[src/rtl/flash_read_sequencer.sv]
// Flash-to-audio read sequencer: fetches one 32-bit flash word per two sample ticks
// and plays its two 16-bit halves in the order fixed by the direction captured at fetch.
module flash_read_sequencer #(
  parameter int                ADDR_W    = 23,
  parameter logic [ADDR_W-1:0] LAST_ADDR = 23'h7FFFF
) (
  input  logic              clk,
  input  logic              reset,
  input  logic              sample_tick,
  input  logic              canReadFlash,
  input  logic              isFwrd,
  input  logic              restartKey,
  output logic              readDone,
  output logic              flash_mem_read,
  input  logic              flash_mem_waitrequest,
  input  logic              flash_mem_readdatavalid,
  output logic [ADDR_W-1:0] flash_mem_address,
  input  logic [31:0]       flash_mem_readdata,
  output logic [3:0]        flash_mem_byteenable,
  output logic [15:0]       audio_out,
  output logic              audio_valid
);

  typedef enum logic [2:0] {
    WAIT_TICK  = 3'd0,
    REQ        = 3'd1,
    WAIT_VALID = 3'd2,
    OUT_FIRST  = 3'd3,
    WAIT_TICK2 = 3'd4,
    OUT_SECOND = 3'd5,
    ADVANCE    = 3'd6,
    RESTART    = 3'd7
  } state_t;

  state_t            state_q, state_d;
  logic [ADDR_W-1:0] addr_q, addr_d;
  logic [31:0]       word_q, word_d;
  logic [15:0]       audio_q, audio_d;
  logic              valid_q, valid_d;
  logic              dir_q, dir_d;

  always_ff @(posedge clk or posedge reset) begin
    if (reset) begin
      state_q <= WAIT_TICK;
      addr_q  <= '0;
      word_q  <= '0;
      audio_q <= 16'h0000;
      valid_q <= 1'b0;
      dir_q   <= 1'b1;
    end else begin
      state_q <= state_d;
      addr_q  <= addr_d;
      word_q  <= word_d;
      audio_q <= audio_d;
      valid_q <= valid_d;
      dir_q   <= dir_d;
    end
  end

  always_comb begin
    state_d = state_q;
    addr_d  = addr_q;
    word_d  = word_q;
    audio_d = audio_q;
    valid_d = 1'b0;
    dir_d   = dir_q;
    case (state_q)
      WAIT_TICK: begin
        if (restartKey) begin
          state_d = RESTART;
        end else if (sample_tick && canReadFlash) begin
          dir_d   = isFwrd;
          state_d = REQ;
        end
      end
      REQ: begin
        if (!flash_mem_waitrequest) state_d = WAIT_VALID;
      end
      WAIT_VALID: begin
        if (flash_mem_readdatavalid) begin
          word_d  = flash_mem_readdata;
          state_d = OUT_FIRST;
        end
      end
      OUT_FIRST: begin
        audio_d = dir_q ? word_q[15:0] : word_q[31:16];
        valid_d = 1'b1;
        state_d = WAIT_TICK2;
      end
      WAIT_TICK2: begin
        // A restart here drops the unplayed half of the current word.
        if (restartKey) begin
          state_d = RESTART;
        end else if (sample_tick && canReadFlash) begin
          state_d = OUT_SECOND;
        end
      end
      OUT_SECOND: begin
        audio_d = dir_q ? word_q[31:16] : word_q[15:0];
        valid_d = 1'b1;
        state_d = ADVANCE;
      end
      ADVANCE: begin
        // Step direction follows the live isFwrd, not the value captured at fetch.
        if (isFwrd) addr_d = (addr_q == LAST_ADDR) ? '0 : addr_q + ADDR_W'(1);
        else        addr_d = (addr_q == '0) ? LAST_ADDR : addr_q - ADDR_W'(1);
        state_d = WAIT_TICK;
      end
      RESTART: begin
        addr_d  = isFwrd ? '0 : LAST_ADDR;
        state_d = WAIT_TICK;
      end
      default: state_d = WAIT_TICK;
    endcase
  end

  // Decoded straight from the state register so both drop the instant reset asserts.
  assign flash_mem_read       = (state_q == REQ);
  assign readDone             = (state_q == RESTART);
  assign flash_mem_address    = addr_q;
  assign flash_mem_byteenable = 4'hF;
  assign audio_out            = audio_q;
  assign audio_valid          = valid_q;

endmodule

[config.mk]
export PLATFORM = sky130hd
export DESIGN_NAME = flash_read_sequencer
export DESIGN_NICKNAME = d
export VERILOG_FILES = /design/src/rtl/flash_read_sequencer.sv
export SDC_FILE = /design/constraint.sdc
export NUM_CORES = 1
export LEC_CHECK = 0
export ABC_CLOCK_PERIOD_IN_PS = 3440
export CAP_MARGIN = 0
export CORE_AREA = 2 2 98 100
export CTS_BUF_LIST = sky130_fd_sc_hd__clkbuf_8
export CTS_CLUSTER_SIZE = 10
export DETAILED_ROUTE_END_ITERATION = 7
export DIE_AREA = 0 0 100 102
export GPL_TIMING_DRIVEN = 0
export MAX_ROUTING_LAYER = met4
export PLACE_DENSITY = 0.73
export SYNTH_ARGS = -nofsm -noshare
export SYNTH_HDL_FRONTEND = slang
export SYNTH_SLANG_ARGS = --single-unit
export TNS_END_PERCENT = 30
[constraint.sdc]
create_clock -name clk -period 3.44 [get_ports clk]
set_clock_uncertainty 0.2 [all_clocks]
set_input_delay 0.688 -clock clk [delete_from_list [all_inputs] [get_ports clk]]
set_output_delay 0.688 -clock clk [all_outputs]
set_load 0.02 [all_outputs]
-- Yosys cells after proc, flatten, opt, wreduce, memory -nomap -nowiden
Cells that the tools add are included.
W data, S select, Z words.
- input port bits: 40
- flip-flop bits (word level): 76
- output and inout port bits: 46
- word-level logic and storage cells: 47
- reductions and logical operators: 10
- eq/ne operators: 12
- bitwise gates (word level): 1
- muxes and demuxes: 16
- add/sub/neg operators: 2
- operators by type and width (operator ; count):
    $mux W23 ; 3
    $pmux W23 S2 ; 1
    $mux W16 ; 2
    $pmux W16 S2 ; 1
    $add A23 B1 Y23 const B ; 1
    $eq A23 B19 Y1 const B ; 1
    $logic_not A23 Y1 ; 1
    $sub A23 B1 Y23 const B ; 1
    $pmux W3 S7 ; 1
    $mux W19 ; 1
    $mux W3 ; 6
    $eq A3 B3 Y1 const B ; 4
    $eq A3 B2 Y1 const B ; 2
    $ne A3 B3 Y1 const B ; 2
    $ne A2 B2 Y1 const B ; 2
    $reduce_and A4 Y1 ; 1
    $reduce_bool A2 Y1 ; 2
    $reduce_or A2 Y1 ; 2
    $eq A3 B1 Y1 const B ; 1
    $logic_not A3 Y1 ; 1
    $reduce_and A3 Y1 ; 1
    $reduce_and A2 Y1 ; 1
    $logic_and A1 B1 Y1 ; 1
    $mux W1 ; 1
    $not A1 Y1 ; 1

-- Longest topological paths before layout
- depth after elaboration: 4
- mapped depth: 8
- depth with buffers taken out: 7

-- Worst setup path before layout
OpenSTA, ideal clock, no wires.
- path kind: register to register
- start: register addr_q[0] (netlist: flash_mem_address[0])
- end: register addr_q[10] (netlist: flash_mem_address[10])
- required time: 3.171 ns
- setup time: 0.069 ns
- slack: 1.106 ns
- buffers on the path: 1
- cell stages (with the launch flop): 9
- period minus slack after synthesis: 2.334 ns
- arrival time: 2.065 ns
- path through: dfrtp_1 > ha_1 > inv_1 > nor3_2 > a31o_4 > or2_1 > buf_6 > or4_1 > nand3_1
- cells in the longest elaborated chain, start to end: 4
- elaborated cells between the ends (all ways): 8
- classes of those cells: add/sub (2); eq/ne (1); mux (4); reduce/logical (1)
- RTL lines (item ; RTL line ; RTL):
    start, declared ; 36 ; logic [ADDR_W-1:0] addr_q, addr_d;
    start signal, assigned ; 52 ; addr_q <= addr_d;
    $sub A23 B1 Y23, or another cell as far along ; 106 ; else addr_d = (addr_q == '0) ? LAST_ADDR : addr_q - ADDR_W'(1);
    $mux W23, on equally long branches ; 106, 105 ;
    $mux W23 * ; 105 ; if (isFwrd) addr_d = (addr_q == LAST_ADDR) ? '0 : addr_q + ADDR_W'(1);
    $pmux W23 S2 * ; 67 ; case (state_q)
Mark *: on every way between the ends. The rest lies on a longest branch, timed or not.
A chain may end at the register's enable or synchronous reset.

-- Worst setup path after layout
- start: register state_q[0]
- end: output port flash_mem_read
- cells in the longest elaborated chain, start to end: 1
- RTL lines (item ; RTL line ; RTL):
    start, declared ; 35 ; state_t state_q, state_d;
    start signal, assigned ; 51 ; state_q <= state_d;
    $eq A3 B1 Y1 ; 118 ; assign flash_mem_read = (state_q == REQ);
    end, declared ; 14 ; output logic flash_mem_read,
Every way passes these cells.

==> results.ini <==
[floorplanning]
core_area_mm2 = 0.009109
initial_core_util_pct = 49.26
die-area_mm2 = 0.01020
num_io_pins = 86
fp.dieH_um = 102
rows = 35
fp.dieW_um = 100

[critical_path]
rr_startpoint = state_q[2]$_DFFE_PP0P_
reg2reg_setup_slack_ns = 0.72
reg2reg_to = flash_mem_address[22]$_DFFE_PP0N_
endpoint_kind = output pin
worstRegToRegCells = 6
worstSetupPathType = flip-flop to output pin
cp_max_fo = 10
required_ns = 2.55
cp-start-kind = flip-flop
arrival_ns = 2.00

[grt]
grt_pass1_vias = 3832
overflow = 0
grt_pass1_wl_mm = 19.16
antenna_found_initial = 0
grt_util_all_layers_pct = 24.71
grt_max_degree = 59

[cts]
ctsResizeCount = 0
clock-root-buffer = clkbuf_8
post-cts-setup-buffers = 0
htreeDepth = 3
numCtsBuffers = 9
hold_buffers = 0
clkTransAtPathRegs_ns = 0.09
clock_sinks = 76
tritoncts = done
clk_path_buf_depth = 2
clk_latency_ns = 0.36

[route]
highest_layer = met4
ant_nets = 0
dr.pass1.iters = 5
wl_met2_mm = 5.700
drt-initial-drc-count = 342
drt-wirelength-per-cell_um = 17.67
wl_met1_mm = 5.095
via_per_inst = 5.909
wl_met3_um = 764
drc_errors = 0
vias = 3912
drt-total-wl_mm = 11.70

[place]
place_hpwl_mm = 8.431
place_congestion = 0.9568
dp_slack_ns = 0.5312
numPortBuffers = 81

[final_layout]
nNetsFinal = 589
diodes = 0
syn_to_final_growth_pct = 27.27
seq_area_mm2 = 0.001903
final_common_cell = clkdlybuf4s50_1
most-common-layout-cells = clkdlybuf4s50_1 (81), dfrtp_1 (75), nand2_1 (49)
multi_input_area_mm2 = 0.002282
layout-drive-gt1-share_pct = 17.42
nFillCells = 779

[sta]
rsz0062_at_grt = false
setup_ws_ns = 0.5564
setup_tns_ns = 0
finalHoldViolations = 0
worst_slew_pin_slew_ns = 0.8138
drv_slew = 0
setup_viol = 0
fmax_ghz = 0.3468
post-route-min-period_ns = 2.884
period_share_pct = 83.83
maxSlewHeadroom_pct = 45.57

[synth]
yosysUniqueCellTypes = 66
async_reset_ff_share_pct = 100.0
synth_edf_count = 0
synth_warnings = 0
synth_flop_cell = dfrtp_1
syn_inst = 450
ys_seq_area_share_pct = 42.41
syn_area_mm2 = 0.004487
syn_avg_cell_area_um2 = 9.971
ys_ff_latch = 76

[hold_path]
whs_path_depth = 2
hold_end = audio_out[12]$_DFFE_PP0P_
holdCritStartpoint = audio_out[12]$_DFFE_PP0P_
min_path_type = flip-flop to flip-flop

[power_and_ir_drop]
ir_worst_vdd_mv = 0.4725
p_per_area_mw_per_mm2 = 865.6
p_leak_nw = 2.394
fin_total_pwr_mw = 4.943

[outcome]
status = complete, no violations

[run]
cap_violations = 0

synth_stat cells (all sizes together), types with 2 or more instances:
| cell | count | area share [%] |
|---|---|---|
| o21ai | 42 | 4.7 |
| a21oi | 19 | 2.1 |
| or3 | 5 | 0.81 |
| clkbuf | 17 | 2.8 |
| xor2 | 9 | 1.8 |
| mux2i | 18 | 4.0 |
| inv | 11 | 0.92 |
| buf | 20 | 3.3 |
| nor3 | 16 | 2.0 |
| o211ai | 7 | 1.2 |
| xnor2 | 5 | 0.98 |
| a211oi | 2 | 0.33 |
| ha | 3 | 0.84 |
| nor2 | 19 | 1.6 |
| o31ai | 3 | 0.81 |
| nand2 | 49 | 4.1 |
| nor4 | 10 | 2.9 |
| and4 | 5 | 1.0 |
| or4 | 6 | 1.1 |
| mux2 | 33 | 8.3 |
| o22ai | 2 | 0.28 |
| nor2b | 2 | 0.28 |
| o311ai | 4 | 0.78 |
| dfrtp | 75 | 42 |
| and3 | 8 | 1.3 |
| a211o | 2 | 0.39 |
| a31oi | 13 | 1.8 |
| a31o | 2 | 0.59 |
| nand3 | 20 | 2.2 |
| nand4 | 4 | 0.89 |
report_power, final:
part	switching, mW	internal (mW)
registers	0.293	1.31
logic	1.39	1.14
clock network	0.372	0.436
stage by stage:
step	instances	hold slack, ns	utilization, %	area [um2]
2_1_floorplan	453	0.2800	-	4498
3_3_place_gp	645	0.2641	59.81	5448
3_5_place_dp	646	0.2800	60.14	5478
4_1_cts	662	0.2991	62.69	5710
5_1_grt	662	0.3244	62.69	5710
6_report	662	0.2935	62.69	5710
metal layers:
| layer | GRT usage [%] | vias up |
|---|---|---|
| met1 | 33.00 | 1909 |
| met2 | 38.88 | 162 |
| met5 | - | - |
| li1 | - | 1823 |
| met4 | 6.849 | 0 |
| met3 | 4.720 | 18 |
registers in the layout, indices dropped and copies added (netlist names):
name,cells
flash_mem_address,23
state_q,3
audio_valid,1
audio_out,16
word_q,32
dir_q,1
cell families (layout without fill, tap and decap cells):
group | after synthesis | count (layout) | synth area share, %
buffers and inverters | 48 | 146 | 6.971
and+or+nand+nor | 153 | 153 | 20.13
other | 1 | 4 | 0.08358
xor gates and xnor gates | 14 | 14 | 2.733
AOI/OAI and AO/OA | 104 | 104 | 14.53
DFF | 76 | 76 | 42.42
adders and majority gates | 3 | 3 | 0.8367
muxes | 51 | 51 | 12.30
worst max-delay path, cell delays in order, from the launching register on:
cell and delay (ns):
dfrtp_1 0.39, clkbuf_1 0.39, nand2_1 0.13, nor2_1 0.12, clkdlybuf4s50_1 0.61
layout make-up:
cell class	count	area share (%)
sequential	76	33.33
tap	111	2.432
multi-input combinational	329	39.96
clock inverter	6	1.665
timing repair buffer	82	14.68
clock buffer	10	2.410
buffer	37	4.755
inverter	11	0.7669
how the worst max path moves through the flow:
| stage | startpoint | endpoint | slack [ns] | depth (start not counted) |
|---|---|---|---|---|
| final | state_q[0]$_DFFE_PP0P_ | flash_mem_read | 0.56 | 4 |
| after global routing | state_q[0]$_DFFE_PP0P_ | flash_mem_read | 0.41 | 4 |
| after CTS | state_q[0]$_DFFE_PP0P_ | flash_mem_read | 0.54 | 4 |
| after detailed placement | flash_mem_readdatavalid | word_q[25]$_DFFE_PP0P_ | 0.53 | 5 |
| after global placement | reset | state_q[2]$_DFFE_PP0P_ | -0.62 | 2 |
| after floorplan | reset | audio_out[0]$_DFFE_PP0P_ | 0.62 | 1 |
Note: power is estimated with default switching activity, not from simulation.
